File: src/rtl/instr_mem_loader.sv
// PIO instruction memory with a combinational fetch port and a host-side
// valid/ready burst load engine that writes a contiguous, wrapping block.
module instr_mem_loader #(
  parameter int ADDR_W = 5,
  parameter int DATA_W = 16
) (
  input  logic              clk,
  input  logic              rst_n,
  input  logic [ADDR_W-1:0] pc,
  output logic [DATA_W-1:0] instruction,
  input  logic              load_start,
  input  logic [ADDR_W-1:0] load_addr,
  input  logic [ADDR_W:0]   load_len,
  input  logic [DATA_W-1:0] wr_data,
  input  logic              wr_valid,
  output logic              wr_ready,
  output logic              busy,
  output logic              load_done,
  output logic [ADDR_W:0]   load_count,
  output logic              drop_err
);

  localparam int DEPTH = 1 << ADDR_W;
  localparam logic [ADDR_W:0] MAX_LEN = (ADDR_W + 1)'(DEPTH);
  localparam logic [ADDR_W:0] LAST_WORD = (ADDR_W + 1)'(1);

  typedef enum logic [1:0] {
    IDLE,
    LOAD,
    DONE
  } state_t;

  state_t              state;
  logic [DATA_W-1:0]   mem [DEPTH];
  logic [ADDR_W-1:0]   wr_ptr;
  logic [ADDR_W:0]     remaining;
  logic                xfer;
  logic                len_ok;

  function automatic logic len_in_range(input logic [ADDR_W:0] len);
    return (len != '0) && (len <= MAX_LEN);
  endfunction

  assign xfer        = wr_valid & wr_ready;
  assign len_ok      = len_in_range(load_len);
  assign instruction = mem[pc];

  // Cleared words decode as JMP 0, so a reset leaves the FSM spinning safely.
  always_ff @(posedge clk or negedge rst_n) begin
    if (!rst_n) begin
      for (int i = 0; i < DEPTH; i++) mem[i] <= '0;
    end else if (xfer) begin
      mem[wr_ptr] <= wr_data;
    end
  end

  always_ff @(posedge clk or negedge rst_n) begin
    if (!rst_n) begin
      state      <= IDLE;
      wr_ptr     <= '0;
      remaining  <= '0;
      wr_ready   <= 1'b0;
      busy       <= 1'b0;
      load_done  <= 1'b0;
      load_count <= '0;
      drop_err   <= 1'b0;
    end else begin
      case (state)
        IDLE: begin
          load_done <= 1'b0;
          if (load_start) begin
            if (len_ok) begin
              wr_ptr     <= load_addr;
              remaining  <= load_len;
              load_count <= '0;
              drop_err   <= 1'b0;
              wr_ready   <= 1'b1;
              busy       <= 1'b1;
              state      <= LOAD;
            end
          end else if (wr_valid) begin
            drop_err <= 1'b1;
          end
        end

        LOAD: begin
          if (xfer) begin
            wr_ptr     <= wr_ptr + 1'b1;
            remaining  <= remaining - 1'b1;
            load_count <= load_count + 1'b1;
            if (remaining == LAST_WORD) begin
              wr_ready  <= 1'b0;
              busy      <= 1'b0;
              load_done <= 1'b1;
              state     <= DONE;
            end
          end
        end

        DONE: begin
          load_done <= 1'b0;
          if (wr_valid) drop_err <= 1'b1;
          state <= IDLE;
        end

        default: begin
          wr_ready  <= 1'b0;
          busy      <= 1'b0;
          load_done <= 1'b0;
          state     <= IDLE;
        end
      endcase
    end
  end

endmodule

File: config.mk
export PLATFORM = sky130hd
export DESIGN_NAME = instr_mem_loader
export DESIGN_NICKNAME = d
export VERILOG_FILES = /design/src/rtl/instr_mem_loader.sv
export SDC_FILE = /design/constraint.sdc
export NUM_CORES = 1
export LEC_CHECK = 0
export ABC_AREA = 1
export CAP_MARGIN = 10
export CORE_MARGIN = 1.5
export CORE_UTILIZATION = 55
export DETAILED_ROUTE_END_ITERATION = 10
export DONT_BUFFER_PORTS = 1
export MAX_ROUTING_LAYER = met4
export PLACE_DENSITY = 0.7
export SLEW_MARGIN = 20
export SYNTH_ARGS = -nofsm -noshare
export SYNTH_HDL_FRONTEND = slang
export SYNTH_SLANG_ARGS = --single-unit
File: constraint.sdc
create_clock -name clk -period 2.25 [get_ports clk]
set_input_delay 0.3375 -clock clk [delete_from_list [all_inputs] [get_ports clk]]
set_output_delay 0.3375 -clock clk [all_outputs]
set_load 0.02 [all_outputs]
==> results.ini <==
[timing]
grt_setup_unrepaired=false
setup_viol=0
whs_ns=-0.5461
worst_slew_pin_slew_ns=2.030
hold_viol=534
final.setup_skew_ns=0.02349
fmax_mhz=453.6
maxSlewHeadroom_pct=-35.36
drv_slew=244
setup_tns_ns=0
worst_slack_ns=0.04550
min_period_ns=2.204
post-route-period-util_pct=97.98

[yosys]
ys_types=23
synth_mux_area_share_pct=0.1225
netlist_area_sq_um=24520
synth_xor_area_share_pct=0.1786
ys.flop_type=dfrtp_1
synthTopCellsByCount=nand2_1 (1268), dfrtp_1 (534), o21ai_0 (467)
synthCells=3140
synth_most_common_cell=nand2_1
synth_compound_area_share_pct=10.93
yosys-top-cells-area=dfrtp_1 (55%), nand2_1 (19%), o21ai_0 (9.5%)
yosysSeqAreaShare_pct=54.50
synth_top_family_by_area=simple AND/OR/NAND/NOR gates
synth_top_area_share_pct=54.50
synth_top_area_cell=dfrtp_1
avgSynthCellArea_sq_um=7.808
yosys.area_share.simple_pct=29.04
syn-num-nets=3183
async_flop_share_pct=100.0
ys.warnings.count=0
synth_edf_count=0
synthAdderAreaFrac_pct=0.3572
synth_seq_cells=534

[drt]
vias=21070
wl_per_cell_um=18.80
initialDrtViolationCount=2381
via_per_inst=5.741
drc=0
finalWirelength_um=69010
ant_nets=0
dr.pass1.iters=8

[floorplanning]
core_area_sq_um=44120
io_pins=62
row_count=77
die_h_um=214.1
initial_core_util_pct=55.57
die_w_um=214.1
die_area_sq_um=45850

[critical_path]
reg2reg_from=wr_ptr[0]
cp_data_arrival_time_ns=1.87
r2r.worst_path.cells=8
critPathLaunchType=flop
crit_fanout=2
critPathRequiredTime_ns=1.91
r2r_end=mem[2]
r2r_setup_slack_ns=0.41
critical_path_class=reg2out
worstSetupEndpointType=primary output

[clock_tree]
cts_hold_buf=12
h-tree-depth=2
clk_path_buf_depth=3
clock_sinks=534
cts_tree=yes
clk_pin_slew_ns=0.06
cts_made_buffers=56
cts_root_buffer=clkbuf_16
clk_latency_ns=0.61

[min_path]
hold_class=in2async

[global_route]
grt_max_degree=535
groute.usage.overall_pct=31.56
grt_pass1_vias=20420
gr-total-overflow=0
grt_pass1_wl_um=112000
antenna_found_initial=0

[placed_design]
dpl.hpwl_um=38460
dp.cells=3554
gp_congestion=0.8668
place_area_sq_um=25000
pre_cts_ws_ns=0.1889
numPortBuffers=0

[final_layout]
area_growth_pct=10.57
design_area_sq_um=27110
instances_no_fill=3670
nets=3081
diodes=0
fin_util_pct=61.44
drive_above_1_share_pct=6.400

[power]
leakagePower_nw=12.76
p_sw_mw=8.836
seq_power_share_pct=48.2
cellPowerDensity_nw_per_um2=1081
power.internal_mw=20.48
p_clk_share_pct=32.1
ir_worst_vdd_v=0.0007191
p_total_mw=29.32
comb_power_share_pct=19.6
swShare_pct=30.14

[run_status]
outcome=finished with violations
violations=hold timing, slew limit

[job]
drv_cap=0

[layout make-up]
class / count / area (sq um)
Clock buffer: 85 / 1712
Sequential cell: 534 / 13360
Inverter: 41 / 182.7
Multi-Input combinational cell: 2308 / 10020
Tap cell: 592 / 740.7
Clock inverter: 13 / 167.7
Timing Repair Buffer: 97 / 928.4
Fill cell: 3967 / 17010
[flip-flops by register name, summed over array words and instances (netlist names)]
register and flops:
busy 1, remaining 6, drop_err 1, mem 512, load_count 6, wr_ptr 5, load_done 1, state 2
[power by group through the flow]
stage                     clock network (mW)  logic [mW]  registers [mW]
after floorplan                            0        4.52            13.8
after global placement                     0        5.43            14.1
after detailed placement                   0        5.70            14.2
after CTS                               9.54        5.74            14.1
after global routing                    9.93        6.73            14.5
final                                   9.42        5.76            14.1
[how the worst max path moves through the flow]
stage                            endpoint     start  cells after the start  slack [ns]
after global routing       instruction[4]  mem[484]                      8     0.00002
after CTS                 instruction[14]  mem[494]                      8        0.02
after detailed placement  instruction[14]     pc[0]                     10        0.19
after global placement    instruction[13]     pc[0]                     11        0.19
after floorplan           instruction[11]     pc[0]                     11        0.44
final                      instruction[7]   mem[39]                      8        0.05
[cell families after synthesis]
group / count (synthesis)
simple gates: 1758
compound gates: 535
flops: 534
buf+inv: 298
fa+ha+maj: 7
xor+xnor: 5
mux: 3
[worst max-delay path: stages, from the launching register on]
cell and delay [ns]:
dfrtp_1 0.35, nand2_1 0.06, nand3_1 0.09, nand3_1 0.10
nand2_1 0.17, nand2_1 0.07, nand2_1 0.10, nand2_1 0.07
nand2_1 0.26
[layout by cell type (no fill, tap or decap), drive strengths merged]
cell type	n
a21oi	67
a31oi	1
buf	85
bufinv	4
clkbuf	85
clkinv	10
clkinvlp	1
dfrtp	534
dlygate4sd3	12
ha	7
inv	39
mux2i	3
nand2	1269
nand3	397
nand4	2
nor2	83
nor3	6
o21ai	467
or2	1
xor2	5
[metal layers]
layer | GRT usage (%) | share of wire [%] | routed length (um) | vias to the layer above
li1 | - | - | - | 9975
met1 | 42.21 | 42 | 29200 | 10110
met2 | 48.13 | 46 | 31700 | 821
met3 | 4.596 | 7.5 | 5196 | 164
met4 | 14.15 | 4.2 | 2909 | 0
met5 | - | 0 | 0 | -
[what timing repair did]
action | 4_1_cts | 5_1_grt
gates resized for setup | 0 | 20
buffers inserted | 0 | 6
setup endpoints to repair | 0 | 16
endpoints found under the hold margin | 545 | 534
No activity file was read; power rests on OpenSTA's default activity.
